**src/rtl/uart_rx_ctrl_pkg.sv**
```systemverilog
// Shared definitions for the UART receive path: state encoding and default frame width.
package uart_rx_ctrl_pkg;

    localparam int DEFAULT_DATA_BITS = 8;

    typedef enum logic [1:0] {
        S_IDLE  = 2'd0,
        S_START = 2'd1,
        S_DATA  = 2'd2,
        S_STOP  = 2'd3
    } rx_state_t;

endpackage

```
**src/rtl/uart_rx_ctrl_sync_edge.sv**
```systemverilog
// Brings the asynchronous rxd line into the clk domain and flags its falling edges.
module rx_sync_edge #(
    parameter int SYNC_STAGES = 2
) (
    input  logic clk,
    input  logic rst,
    input  logic rxd,
    output logic rxd_s,
    output logic fall_pulse
);

    logic [SYNC_STAGES-1:0] sync_q;
    logic                   prev_q;

    // Reset to 1 so a line that is already idle never looks like a start edge.
    always_ff @(posedge clk or posedge rst) begin
        if (rst) begin
            sync_q <= '1;
            prev_q <= 1'b1;
        end else begin
            sync_q <= {sync_q[SYNC_STAGES-2:0], rxd};
            prev_q <= sync_q[SYNC_STAGES-1];
        end
    end

    assign rxd_s      = sync_q[SYNC_STAGES-1];
    assign fall_pulse = prev_q & ~rxd_s;

endmodule

```
**src/rtl/uart_rx_ctrl.sv**
```systemverilog
// UART 8N1 receive controller: start detect, mid-bit sampling on clk_bps, deframing.
//  state   | meaning
//  S_IDLE  | line idle, waiting for falling edge of rxd_s
//  S_START | baud generator running, waiting to confirm start bit mid-bit
//  S_DATA  | shifting in data bits LSB first
//  S_STOP  | waiting to sample the stop bit
module uart_rx_ctrl
    import uart_rx_ctrl_pkg::*;
#(
    parameter int DATA_BITS   = DEFAULT_DATA_BITS,
    parameter int SYNC_STAGES = 2
) (
    input  logic                 clk,
    input  logic                 rst,
    input  logic                 rxd,
    input  logic                 clk_bps,
    output logic                 band_sig,
    output logic [DATA_BITS-1:0] rx_data,
    output logic                 rx_valid,
    output logic                 frame_err,
    output logic                 rx_busy
);

    localparam int CNT_W = $clog2(DATA_BITS);
    localparam logic [CNT_W-1:0] LAST_BIT = CNT_W'(DATA_BITS - 1);

    rx_state_t            state, state_nxt;
    logic [DATA_BITS-1:0] shift_reg, shift_nxt;
    logic [CNT_W-1:0]     bit_cnt, cnt_nxt;
    logic [DATA_BITS-1:0] data_nxt;
    logic                 band_nxt, valid_nxt, ferr_nxt, busy_nxt;
    logic                 rxd_s, fall_pulse;

    rx_sync_edge #(
        .SYNC_STAGES (SYNC_STAGES)
    ) u_sync_edge (
        .clk        (clk),
        .rst        (rst),
        .rxd        (rxd),
        .rxd_s      (rxd_s),
        .fall_pulse (fall_pulse)
    );

    always_ff @(posedge clk or posedge rst) begin
        if (rst) begin
            state     <= S_IDLE;
            shift_reg <= '0;
            bit_cnt   <= '0;
            rx_data   <= '0;
            band_sig  <= 1'b0;
            rx_valid  <= 1'b0;
            frame_err <= 1'b0;
            rx_busy   <= 1'b0;
        end else begin
            state     <= state_nxt;
            shift_reg <= shift_nxt;
            bit_cnt   <= cnt_nxt;
            rx_data   <= data_nxt;
            band_sig  <= band_nxt;
            rx_valid  <= valid_nxt;
            frame_err <= ferr_nxt;
            rx_busy   <= busy_nxt;
        end
    end

    always_comb begin
        state_nxt = state;
        shift_nxt = shift_reg;
        cnt_nxt   = bit_cnt;
        data_nxt  = rx_data;
        band_nxt  = band_sig;
        valid_nxt = 1'b0;
        ferr_nxt  = 1'b0;

        case (state)
            S_IDLE: begin
                if (fall_pulse) begin
                    state_nxt = S_START;
                    band_nxt  = 1'b1;
                end
            end
            S_START: begin
                if (clk_bps) begin
                    if (rxd_s) begin
                        state_nxt = S_IDLE;
                        band_nxt  = 1'b0;
                    end else begin
                        state_nxt = S_DATA;
                        cnt_nxt   = '0;
                    end
                end
            end
            S_DATA: begin
                if (clk_bps) begin
                    shift_nxt = {rxd_s, shift_reg[DATA_BITS-1:1]};
                    // Hold the counter on the last bit so it never wraps.
                    if (bit_cnt == LAST_BIT) begin
                        state_nxt = S_STOP;
                    end else begin
                        cnt_nxt = bit_cnt + 1'b1;
                    end
                end
            end
            S_STOP: begin
                if (clk_bps) begin
                    state_nxt = S_IDLE;
                    band_nxt  = 1'b0;
                    if (rxd_s) begin
                        data_nxt  = shift_reg;
                        valid_nxt = 1'b1;
                    end else begin
                        ferr_nxt = 1'b1;
                    end
                end
            end
            default: begin
                state_nxt = S_IDLE;
                band_nxt  = 1'b0;
            end
        endcase

        busy_nxt = (state_nxt != S_IDLE);
    end

endmodule

```
**config.mk**
```make
export PLATFORM = sky130hd
export DESIGN_NAME = uart_rx_ctrl
export DESIGN_NICKNAME = d
export VERILOG_FILES = /design/src/rtl/uart_rx_ctrl_pkg.sv /design/src/rtl/uart_rx_ctrl_sync_edge.sv /design/src/rtl/uart_rx_ctrl.sv
export SDC_FILE = /design/constraint.sdc
export NUM_CORES = 1
export LEC_CHECK = 0
export CORE_UTILIZATION = 57
export CTS_CLUSTER_DIAMETER = 60
export DETAILED_ROUTE_END_ITERATION = 7
export HOLD_SLACK_MARGIN = 0.1
export PLACE_DENSITY = 0.82
export SLEW_MARGIN = 20
export SYNTH_ARGS = -nofsm -noshare
export SYNTH_HDL_FRONTEND = slang
export SYNTH_SLANG_ARGS = --single-unit
```
**constraint.sdc**
```tcl
create_clock -name clk -period 4.4 [get_ports clk]
set_clock_uncertainty 0.15 [all_clocks]
set_input_delay 0.88 -clock clk [delete_from_list [all_inputs] [get_ports clk]]
set_output_delay 0.88 -clock clk [all_outputs]
set_load 0.03 [all_outputs]
```
==> results.py, run 1 <==
metrics = {
    "outcome": {
        "status": "complete, no violations",
    },
    "worst_setup_path": {
        "slowest_stage": "clkdlybuf4s50_1",
        "worstSetupPathType": "flip-flop to output port",
        "critPathTopFamily": "buffers and inverters",
        "critPathCaptureType": "output port",
        "critPathLaunchType": "flip-flop",
        "crit_arrival_ns": 1.38,
        "path_max_fanout": 2,
        "worstPathCellList": "clkdlybuf4s50_1",
        "critPathRequiredTime_ns": 3.37,
        "worst_path_largest_cell_delay_ns": 0.68,
        "worst-path-buf-inv": 1,
    },
    "timing": {
        "worstMarginPinSlew_ns": 0.9662,
        "period_share_pct": 54.76,
        "setup_tns_ns": 0,
        "min_period_ns": 2.409,
        "setup_violations": 0,
        "slew_viol_final": 0,
        "slew-limit-headroom_pct": 35.19,
        "fmax_mhz": 415.1,
        "setup_ws_ns": 1.991,
        "hold_violations": 0,
        "rsz0062_at_grt": "no",
    },
    "place": {
        "dp_hpwl_mm": 1.353,
        "pre_cts_ws_ns": 1.891,
        "place.gp.congestion": 0.8693,
        "portBuffers": 15,
    },
    "floorplanning": {
        "placement_rows": 16,
        "core_area_um2": 2002,
        "floorplan.initialDensity_pct": 62.00,
        "die_h_um": 48.67,
        "io_pins": 16,
        "die_w_um": 48.67,
        "die_area_um2": 2368,
    },
    "logic_synthesis": {
        "yosysTopAreaCell": "dfrtp_1",
        "synth_common_cells": "dfrtp_1, mux2_2, ha_1",
        "synth_cells": 95,
        "yosysWarnings": 0,
        "synth_nets": 106,
        "avgSynthCellArea_um2": 13.07,
        "synthesis.area_um2": 1241,
        "synthTopCellsByArea": "dfrtp_1, mux2_2, ha_1",
        "seq_area_frac_synth_pct": 56.75,
        "synth_top_cell_area_share_pct": 50.40,
        "yosys_most_used_dff": "dfrtp_1",
        "synth-seq-cells": 28,
        "async_reset_ff_share_pct": 100.0,
        "ys_types": 30,
        "synth-edff-count": 0,
        "yosysMostFrequentCell": "dfrtp_1",
    },
    "pwr": {
        "ir_drop_mv": 0.4386,
        "power_per_cell_area_nw_per_um2": 676.2,
        "power_uw": 972.1,
        "leakage_uw": 0.0006616,
    },
    "route": {
        "postRouteAntennaNets": 0,
        "drtIter0Drc": 11,
        "vias_per_cell": 5.333,
        "wl_per_cell_um": 13.75,
        "first_pass_iters": 4,
        "vias": 736,
        "drc": 0,
        "totalWireLength_mm": 1.898,
    },
    "grt": {
        "grt.total_usage_pct": 18.77,
        "grt_first_pass_wirelength_mm": 3.394,
        "antenna_found_initial": 0,
        "grt_pass1_vias": 773,
        "grt_start_max_net_pins": 29,
        "grt_overflow": 0,
    },
    "clock_tree": {
        "clk_pin_slew_ns": 0.14,
        "ctsResizeCount": 0,
        "cts-root-buf": "clkbuf_4",
        "cts_buffer_depth": 2,
        "cts_tree": "yes",
        "insertion_delay_ns": 0.32,
        "postCtsHoldBufs": 0,
        "cts.sinks": 28,
        "htreeDepth": 1,
        "cts_setup_buffers": 0,
        "numCtsBuffers": 3,
    },
    "finish": {
        "finalNetCount": 123,
        "layout-drive-gt1-share_pct": 26.13,
        "antennaDiodeCount": 0,
        "area_growth_pct": 15.83,
    },
    "worst_hold_path": {
        "hold_path_class": "flip-flop to flip-flop",
    },
    "run": {
        "drv_cap": 0,
    },
}
==> placed cells by master (no fill, tap or decap) <==
master | netlist | layout
nand2b_1 | 1 | 1
clkbuf_8 | 0 | 1
a221oi_2 | 1 | 1
o21ai_1 | 1 | 1
a21o_1 | 1 | 1
a21oi_1 | 2 | 2
o21a_1 | 1 | 1
clkbuf_4 | 0 | 3
nor2_1 | 6 | 6
o21ai_2 | 1 | 1
a21oi_2 | 1 | 1
nor2_2 | 1 | 1
nand3b_1 | 1 | 1
a221o_1 | 1 | 1
or2_1 | 1 | 1
clkinv_1 | 0 | 1
nand3_2 | 1 | 1
o21ai_0 | 2 | 2
dfstp_2 | 3 | 3
nor2b_1 | 2 | 2
nand3_1 | 2 | 2
ha_1 | 7 | 7
mux2_2 | 16 | 16
mux2i_1 | 1 | 1
inv_1 | 6 | 5
nand2_1 | 5 | 5
a21boi_0 | 1 | 1
a2111oi_2 | 1 | 1
clkdlybuf4s50_1 | 0 | 15
dfrtp_1 | 25 | 25
o21bai_1 | 1 | 1
==> layer usage <==
| layer | wire length, um | part of all wire (%) | vias up | global-route usage (%) |
|---|---|---|---|---|
| met4 | 17 | 0.90 | 0 | 9.314 |
| met1 | 849 | 45 | 363 | 24.31 |
| met5 | 0 | 0 | - | 0 |
| met3 | 34 | 1.8 | 4 | 1.887 |
| met2 | 997 | 53 | 12 | 31.48 |
| li1 | - | - | 357 | - |
==> worst paths after layout <==
path | from | to | slack [ns] | cells past startpoint
worst max-delay path | rx_data[7]$_DFFE_PP0P_ | rx_data[7] | 1.99 | 1
worst min-delay path | u_sync_edge.sync_q[0]$_DFF_PP1_ | u_sync_edge.sync_q[1]$_DFF_PP1_ | 0.22 | 0
worst max register to register | state[1]$_DFF_PP0_ | rx_busy$_DFF_PP0_ | 2.46 | 6
worst min register to register | u_sync_edge.sync_q[0]$_DFF_PP1_ | u_sync_edge.sync_q[1]$_DFF_PP1_ | 0.22 | 0
max in group asynchronous | rst | state[1]$_DFF_PP0_ | 2.86 | 2
min in group asynchronous | rst | rx_data[0]$_DFFE_PP0P_ | 0.80 | 2
==> stage by stage <==
stage / area, um2 / utilization, % / cells / hold WS, ns
6_report: 1438 / 71.81 / 138 / 0.2186
2_1_floorplan: 1241 / - / 95 / 0.1952
3_5_place_dp: 1401 / 70.00 / 134 / 0.1990
5_1_grt: 1438 / 71.81 / 138 / 0.2246
4_1_cts: 1438 / 71.81 / 138 / 0.2186
3_3_place_gp: 1401 / 70.00 / 134 / 0.1962
==> worst reg2reg max path: cells and delay by family, from the launching register on <==
kind	cells	cell delay [ns]
adder cells (fa/ha/maj)	1	0.29
AND/OR/NAND/NOR	2	0.22
buffers and inverters	1	0.12
AO/OA/AOI/OAI	2	0.55
flip-flops	1	0.50
==> power by group <==
group,switching [uW],internal (uW),leakage [uW]
Sequential,62.2,352,0.000353
Clock,72.4,50.6,0.0000210
Combinational,227,208,0.000287
Total,361,611,0.000662
==> area by class of cell <==
cell class,instances,area [um2]
Clock buffer,4,36.28
Fill cell,153,564.3
Multi-Input combinational cell,58,490.5
Tap cell,27,33.78
Inverter,6,22.52
Timing Repair Buffer,15,150.1
Sequential cell,28,704.4
==> cell families (layout without fill, tap and decap cells) <==
logic type	count (synthesis)	in the layout	synth area share (%)
compound gates	14	14	9.073
fa+ha+maj	7	7	7.056
buf+inv	9	25	3.729
flops	28	28	56.75
mux	17	17	15.32
simple gates	20	20	8.066
(Power assumes the default switching activity.)
==> run 2, diff against run 1 <==
--- a/config.mk
+++ b/config.mk
@@ -5,11 +5,11 @@
 export SDC_FILE = /design/constraint.sdc
 export NUM_CORES = 1
 export LEC_CHECK = 0
-export CORE_UTILIZATION = 57
+export CORE_UTILIZATION = 53
 export CTS_CLUSTER_DIAMETER = 60
 export DETAILED_ROUTE_END_ITERATION = 7
 export HOLD_SLACK_MARGIN = 0.1
-export PLACE_DENSITY = 0.82
+export PLACE_DENSITY = 0.77
 export SLEW_MARGIN = 20
 export SYNTH_ARGS = -nofsm -noshare
 export SYNTH_HDL_FRONTEND = slang
==> constraint.sdc (replaced) <==
create_clock -name clk -period 2.4 [get_ports clk]
set_clock_uncertainty 0.15 [all_clocks]
set_input_delay 0.48 -clock clk [delete_from_list [all_inputs] [get_ports clk]]
set_output_delay 0.48 -clock clk [all_outputs]
set_load 0.03 [all_outputs]
==> results.py, run 2 (synthesized netlist as in run 1, its figures left out) <==
metrics = {
    "grt": {
        "grt.total_usage_pct": 17.94,
        "grt_first_pass_wirelength_mm": 3.318,
        "antenna_found_initial": 0,
        "grt_start_max_net_pins": 29,
        "grt_overflow": 0,
        "grt_pass1_vias": 757,
    },
    "worst_setup_path": {
        "critPathRequiredTime_ns": 1.77,
        "worstSetupPathType": "flip-flop to output port",
        "critPathCaptureType": "output port",
        "reg2reg_to": "rx_busy$_DFF_PP0_",
        "worst-path-buf-inv": 1,
        "worst_path_largest_cell_delay_ns": 0.68,
        "path_max_fanout": 2,
        "worstPathCellList": "clkdlybuf4s50_1",
        "r2r_start": "state[1]$_DFF_PP0_",
        "crit_arrival_ns": 1.36,
        "rrSetupSlack_ns": 0.49,
        "critPathTopFamily": "buffers and inverters",
        "slowest_stage": "clkdlybuf4s50_1",
        "critPathLaunchType": "flip-flop",
        "reg2reg_depth": 6,
    },
    "finish": {
        "area_growth_pct": 15.73,
        "layout-drive-gt1-share_pct": 25.89,
        "layout_commonest_cell": "dfrtp_1",
        "final_cell_mix": "dfrtp_1, mux2_2, clkdlybuf4s50_1",
        "antennaDiodeCount": 0,
        "finalNetCount": 124,
        "fin_cells": 140,
    },
    "route": {
        "postRouteAntennaNets": 0,
        "vias": 741,
        "wl_per_cell_um": 13.15,
        "first_pass_iters": 2,
        "totalWireLength_mm": 1.841,
        "drc": 0,
        "drtIter0Drc": 8,
        "vias_per_cell": 5.293,
    },
    "timing": {
        "setup_tns_ns": 0,
        "slew-limit-headroom_pct": 73.90,
        "min_period_ns": 1.986,
        "hold_violations": 0,
        "period_share_pct": 82.76,
        "fmax_mhz": 503.4,
        "worstMarginPinSlew_ns": 0.3916,
        "setup_violations": 0,
        "slew_viol_final": 0,
        "setup_ws_ns": 0.4137,
        "rsz0062_at_grt": "no",
    },
    "floorplanning": {
        "floorplan.initialDensity_pct": 56.11,
        "io_pins": 16,
        "placement_rows": 17,
        "core_area_um2": 2212,
        "die_area_um2": 2539,
        "die_w_um": 50.39,
        "die_h_um": 50.39,
    },
    "worst_hold_path": {
        "hold_end": "u_sync_edge.sync_q[1]$_DFF_PP1_",
        "hold_path_class": "flip-flop to flip-flop",
        "hold_start": "u_sync_edge.sync_q[0]$_DFF_PP1_",
        "min_path_cells": 0,
    },
    "place": {
        "portBuffers": 15,
        "place_inst": 136,
        "pre_cts_ws_ns": 0.2884,
        "place.gp.congestion": 0.8715,
        "dp_hpwl_mm": 1.372,
    },
    "clock_tree": {
        "cts.sinks": 28,
        "cts_setup_buffers": 0,
        "postCtsHoldBufs": 0,
        "insertion_delay_ns": 0.31,
        "ctsResizeCount": 0,
        "cts_buffer_depth": 2,
        "clk_pin_slew_ns": 0.13,
        "htreeDepth": 1,
        "cts_tree": "yes",
        "cts-root-buf": "clkbuf_4",
        "numCtsBuffers": 3,
    },
    "pwr": {
        "power_per_cell_area_nw_per_um2": 1214,
        "leakage_uw": 0.0006642,
        "power_uw": 1743,
        "ir_drop_mv": 0.7159,
    },
    "run": {
        "drv_cap": 0,
    },
    "outcome": {
        "status": "complete, no violations",
    },
}
-- run 2: cell count changes in the layout (fill, tap and decap cells not counted) --
cell,delta
buf_4,+1
clkbuf_1,+1
clkbuf_8,-1
clkinv_1,-1
inv_1,+1
-- run 2: power breakdown --
part | total [uW] | switching [uW] | internal [uW]
clock network | 188 | 123 | 64.9
logic | 797 | 413 | 384
registers | 758 | 113 | 645
total | 1740 | 649 | 1090
-- run 2: layer usage --
| metal | GRT usage (%) | vias to the layer above | part of all wire (%) |
|---|---|---|---|
| met1 | 21.68 | 368 | 45 |
| met2 | 31.33 | 11 | 51 |
| met5 | 0 | - | 0 |
| met4 | 6.944 | 0 | 0.87 |
| met3 | 3.636 | 2 | 2.8 |
| li1 | - | 360 | - |
-- run 2: worst max path at each step --
stage                     slack [ns]           endpoint                    from  depth (start not counted)
after detailed placement        0.29  rx_busy$_DFF_PP0_                 clk_bps                          4
after floorplan                 0.72  rx_busy$_DFF_PP0_      state[1]$_DFF_PP0_                          6
after CTS                       0.38         rx_data[7]  rx_data[7]$_DFFE_PP0P_                          1
final                           0.41         rx_data[6]  rx_data[6]$_DFFE_PP0P_                          1
after global placement          0.31  rx_busy$_DFF_PP0_                 clk_bps                          4
after global routing            0.33  rx_busy$_DFF_PP0_      state[1]$_DFF_PP0_                          6
-- run 2: cell type report --
class	count	area (um2)
Clock buffer	4	26.28
Fill cell	182	775.7
Tap cell	28	35.03
Timing Repair Buffer	16	157.7
Sequential cell	28	704.4
Multi-Input combinational cell	58	490.5
Inverter	6	22.52
-- run 2: stage by stage --
stage / hold slack [ns] / util [%] / cell area, um2
2_1_floorplan: 0.1952 / - / 1241
3_3_place_gp: 0.1956 / 63.74 / 1410
3_5_place_dp: 0.2014 / 63.74 / 1410
4_1_cts: 0.2199 / 64.93 / 1436
5_1_grt: 0.2284 / 64.93 / 1436
6_report: 0.2175 / 64.93 / 1436
==> RTL edit 1 (settings of run 2) <==
`DEFAULT_DATA_BITS`: 8 -> 16.
--- a/src/rtl/uart_rx_ctrl_pkg.sv
+++ b/src/rtl/uart_rx_ctrl_pkg.sv
@@ -2,5 +2,5 @@
 package uart_rx_ctrl_pkg;
 
-    localparam int DEFAULT_DATA_BITS = 8;
+    localparam int DEFAULT_DATA_BITS = 16;
 
     typedef enum logic [1:0] {
Ports: changed (resized rx_data); port bits go from 16 to 24. The function was not compared with the original's and may differ.
==> RTL edit 1 against run 2 <==
  * Total power up 19%
  * Design area up 67%
  * Synthesized area up 63%
  * Wire length up 73%
  * Sequential cell count up 17
  * Maximum frequency down 1.9%
  * Critical endpoint is now shift_reg[11]$_DFFE_PP0P_
  * Die area up 61%
  * Non-clock buffer count up 8
  * Setup slack worse by 38 ps
==> RTL edit 1: results (changes against run 2) <==
----------------------------------------------------
[Clock network]
  Total CTS buffers ... 5 (+2)
  Reg clk slew, reported paths ... 80 ps (-50 ps)
  Root buffer selected by CTS ... sky130_fd_sc_hd__clkbuf_8
  Deepest level of the CTS H-tree ... 2 (+1)

[Route]
  First-iteration detailed-routing DRC count ... 68 (+60)
  Via density per instance ... 5.419 (+2.4%)
  First drt pass iteration count ... 4 (+2)
  Routed wirelength normalized by instance count ... 14.65 microns (+11%)

[Die]
  Die Width ... 63.84 microns (+27%)

[Final layout]
  Share of post-route cells with drive strength above 1 ... 28.40% (+2.5 points)
  Count of placed standard cells in the final layout, fillers left out ... 217 (+55%)
  Fillers ... 266 (+46%)
  Nets ... 178 (+44%)

[Outcome]
  Run status ... completed

[Synth]
  Synth Instances ... 142 (+49%)
  Post-Syn Nets ... 152 (+43%)
  Synth cell count leaders ... sky130_fd_sc_hd__dfrtp_1, sky130_fd_sc_hd__mux2_4, sky130_fd_sc_hd__mux2_2, sky130_fd_sc_hd__nand3_1, sky130_fd_sc_hd__o21ai_0
  Ranking of synthesized cells by area ... sky130_fd_sc_hd__dfrtp_1, sky130_fd_sc_hd__mux2_4, sky130_fd_sc_hd__mux2_2
  Sequential share of the synthesized area ... 55.74% (-1.0 points)

[Placement]
  Pre-CTS setup slack ... 253.6 ps (-34.80 ps)
  # placed instances ... 209 (+54%)
  Port Buf Inserts ... 23 (+8)
  Dpl cell area ... 2266 sq um (+61%)
  DPL Wire Length ... 2.211 mm (+61%)
  Placer congestion estimate ... 0.7332 (-16%)

[Global routing]
  Total GRT Usage ... 17.92% (-0.020 points)
  First-pass GRT wire length ... 5.513 mm (+66%)
  Via count of the first global-routing pass ... 1,168 (+54%)

[Pwr]
  Max VDD drop ... 0.0006974 V (-2.6%)
  Static power due to leakage ... 1.133 nW (+71%)

[STA]
  Worst-case headroom to the max-slew limit ... 64.04% (-9.9 points)

[Setup path]
  Crit path arrival time ... 2060 ps (+700 ps)

----------------------------------------------------
-- RTL edit 1: cell types whose count changed in the layout (fill, tap and decap cells not counted), sizes merged, moves of 3 or more --
cell,run 2,this run
dfrtp,25,42
nor2,7,2
nand3,3,8
o21ai,4,7
a21oi,3,0
mux2,16,32
clkdlybuf4s50,15,23
-- RTL edit 1: final cells by class --
| class | count | area [sq um] | share of cell area (%) |
|---|---|---|---|
| sequential | 45 | 1130 | 47.08 |
| multi-input combinational | 87 | 819.5 | 34.15 |
| tap | 48 | 60.06 | 2.503 |
| timing repair buffer | 24 | 237.7 | 9.906 |
| clock buffer | 5 | 68.82 | 2.868 |
| inverter | 5 | 18.77 | 0.7821 |
| clock inverter | 3 | 65.06 | 2.711 |
-- RTL edit 1: logic make-up after synthesis --
family                   share of synthesized area [%]
adder cells (fa/ha/maj)                          3.704
AND/OR/NAND/NOR                                  8.643
buffers and inverters                            3.827
AO/OA/AOI/OAI                                    6.791
multiplexers                                     21.30
flip-flops                                       55.74
-- RTL edit 1: path summary, 6_finish.rpt --
kind / endpoint / depth (start not counted) / slack (ps) / startpoint
setup / recovery: shift_reg[11]$_DFFE_PP0P_ / 4 / 380 / state[0]$_DFF_PP0_
hold / removal: u_sync_edge.sync_q[1]$_DFF_PP1_ / 0 / 210 / u_sync_edge.sync_q[0]$_DFF_PP1_
setup reg to reg: shift_reg[11]$_DFFE_PP0P_ / 4 / 380 / state[0]$_DFF_PP0_
hold reg to reg: u_sync_edge.sync_q[1]$_DFF_PP1_ / 0 / 210 / u_sync_edge.sync_q[0]$_DFF_PP1_
max in group asynchronous: u_sync_edge.sync_q[1]$_DFF_PP1_ / 3 / 1260 / rst
min in group asynchronous: rx_data[7]$_DFFE_PP0P_ / 3 / 460 / rst
-- RTL edit 1: power breakdown --
group	total (mW)	switching (mW)	internal [mW]
sequential	0.920	0.0739	0.846
combinational	0.490	0.273	0.217
clock	0.662	0.249	0.413
total	2.07	0.596	1.48
-- RTL edit 1: worst max-delay path, cell delays in order (launching register included) --
cell and delay, ps:
sky130_fd_sc_hd__dfrtp_1 440, sky130_fd_sc_hd__inv_1 130, sky130_fd_sc_hd__ha_1 430, sky130_fd_sc_hd__and2_4 390
sky130_fd_sc_hd__mux2_2 370
-- RTL edit 1: routing by layer --
metal	wire, microns	vias up	GRT usage [%]
li1	-	558	-
met1	1570	584	25.12
met2	1412	28	25.53
met3	145	6	6.071
met4	53	0	7.102
met5	0	-	0
==> RTL edit 2 (flow settings as in run 2) <==
Without the edit above. Re-encode `rx_state_t` (4 states) as one-hot, 4 bits wide.
--- a/src/rtl/uart_rx_ctrl_pkg.sv
+++ b/src/rtl/uart_rx_ctrl_pkg.sv
@@ -4,9 +4,9 @@
     localparam int DEFAULT_DATA_BITS = 8;
 
-    typedef enum logic [1:0] {
-        S_IDLE  = 2'd0,
-        S_START = 2'd1,
-        S_DATA  = 2'd2,
-        S_STOP  = 2'd3
+    typedef enum logic [3:0] {
+        S_IDLE  = 4'b0001,
+        S_START = 4'b0010,
+        S_DATA  = 4'b0100,
+        S_STOP  = 4'b1000
     } rx_state_t;
 
Behaviour: same outputs for any inputs over 10 cycles, from zero or initial values and one cycle with rst high; not proved beyond that.
==> RTL edit 2 against run 2 <==
  * Wire length grew 14%
  * Sequential cell count grew 2
  * Design area grew 6.8%
  * Synthesized area grew 5.0%
  * Setup slack lost 23 ps
  * Via count grew 10%
  * Count of clock-buffer cells in the layout grew 4
Power is not compared: it rests on default switching activity, and its combinational part moved more than twofold at a synthesized area within 25%.
==> RTL edit 2: results (changes against run 2) <==
----------------------------------------------------
[Global routing]
  Via count of the first global-routing pass ... 745 (-1.6%)
  Met3 GRT Util ... 7.895% (+4.3 points)
  Largest net degree at the start of global routing ... 31 (+6.9%)
  Met1 Use GR ... 24.95% (+3.3 points)
  Total GRT Usage ... 19.29% (+1.3 points)
  First-pass GRT wire length ... 3.532 mm (+6.4%)
  GR Util met2 ... 27.27% (-4.1 points)

[Pwr]
  Static power due to leakage ... between 0.7 and 0.8 nW
  Max VDD drop ... around 0.00052 V

[Placement]
  Pre-CTS setup slack ... 262.1 ps (-26.33 ps)
  Placer congestion estimate ... 0.7307 (-16%)
  DPL Wire Length ... 1.435 mm (+4.6%)
  # placed instances ... 138 (+1.5%)

[STA]
  Setup TNS ... 0 ps (unchanged)
  Worst-case headroom to the max-slew limit ... 68.00% (-5.9 points)

[Clock network]
  Reg clk slew, reported paths ... 90 ps (-40 ps)
  Deepest level of the CTS H-tree ... 2 (+1)
  Total CTS buffers ... 5 (+2)
  Number of gates resized after CTS ... 0 (unchanged)
  Number of buffers inserted to repair setup after CTS ... 0 (unchanged)

[Outcome]
  Run status ... completed

[Synth]
  Synth cell count leaders ... sky130_fd_sc_hd__dfrtp_1, sky130_fd_sc_hd__mux2_2, sky130_fd_sc_hd__nor2_1
  Sequential share of the synthesized area ... 57.97% (+1.2 points)
  Ranking of synthesized cells by area ... sky130_fd_sc_hd__dfrtp_1, sky130_fd_sc_hd__mux2_2, sky130_fd_sc_hd__dfstp_2
  Mean Syn Cell Area ... 13.30 sq um (+1.8%)
  Library cells used by synthesis ... 32 (+6.7%)
  Post-Syn Nets ... 104 (-1.9%)

[Final layout]
  Nets ... 123 (-0.81%)
  Fillers ... 185 (+1.6%)
  Number of antenna cells inserted ... 0 (unchanged)
  Share of post-route cells with drive strength above 1 ... 28.81% (+2.9 points)

[Route]
  First drt pass iteration count ... 4 (+2)
  Via density per instance ... 5.582 (+5.5%)
  Total number of vias ... 815 (+10%)
  Post-Route WL ... 2.096 mm (+14%)
  First-iteration detailed-routing DRC count ... 5 (-3)

[Setup path]
  Largest stage delay on the critical path ... 670 ps
  Crit path arrival time ... 1380 ps (+20 ps)
  Maximum fanout encountered on the critical timing path ... 3 (+1)

[Hold path]
  HP Class ... flip-flop to flip-flop

----------------------------------------------------
## RTL edit 2: changes by cell type in the layout (fill, tap and decap cells not counted), sizes merged, moves of 3 or more
cell,before,now
nand3,3,0
nor3,0,5
inv,6,2
ha,7,2
clkbuf,4,8
nand2,5,2
nand2b,1,4
## RTL edit 2: area by class of cell
| type | count | area (sq um) | area share [%] |
|---|---|---|---|
| Inverter | 2 | 7.507 | 0.4894 |
| Clock buffer | 8 | 58.81 | 3.834 |
| Sequential cell | 30 | 755.7 | 49.27 |
| Tap cell | 28 | 35.03 | 2.284 |
| Timing Repair Buffer | 18 | 172.7 | 11.26 |
| Multi-Input combinational cell | 60 | 504.2 | 32.87 |
## RTL edit 2: logic make-up (layout without fill, tap and decap cells)
group / count (synthesis) / after routing / synth area share (%)
flip-flops: 30 / 30 / 57.97
buffers and inverters: 8 / 28 / 3.360
XOR/XNOR: 1 / 1 / 0.6719
AND/OR/NAND/NOR: 23 / 23 / 12.00
adder cells (fa/ha/maj): 2 / 2 / 1.919
AO/OA/AOI/OAI: 16 / 16 / 8.637
multiplexers: 18 / 18 / 15.45
## RTL edit 2: report_power, final
group / internal, mW / leakage, nW / switching [mW]
Clock: 0.144 / 0.0326 / 0.162
Sequential: 0.523 / 0.402 / 0.0188
Combinational: 0.0353 / 0.283 / 0.0408
## RTL edit 2: per-layer routing
layer  up-vias  routed length [microns]
li1        399                        -
met1       392                     1014
met2        19                      959
met3         5                       88
met4         0                       33
met5         -                        0
## RTL edit 2: path summary, 6_finish.rpt
path | slack (ps) | to | startpoint | cells past startpoint
setup reg to reg | 530 | rx_data[6]$_DFFE_PP0P_ | state[3]$_DFF_PP0_ | 3
setup / recovery | 390 | band_sig | band_sig$_DFFE_PP0P_ | 1
hold reg to reg | 210 | u_sync_edge.sync_q[1]$_DFF_PP1_ | u_sync_edge.sync_q[0]$_DFF_PP1_ | 0
max in group asynchronous | 1400 | u_sync_edge.sync_q[1]$_DFF_PP1_ | rst | 3
min in group asynchronous | 380 | rx_data[3]$_DFFE_PP0P_ | rst | 3
hold / removal | 210 | u_sync_edge.sync_q[1]$_DFF_PP1_ | u_sync_edge.sync_q[0]$_DFF_PP1_ | 0
## RTL edit 2: through the flow
step	power (mW)	hold slack [ps]	util, %	area, sq um
after CTS	0.9383	212.1	68.04	1534
after global routing	0.9692	218.0	68.04	1534
after detailed placement	0.6285	200.0	65.43	1475
after global placement	0.6258	196.9	65.43	1475
final	0.9244	210.4	68.04	1534
after floorplan	0.6029	195.2	-	1304
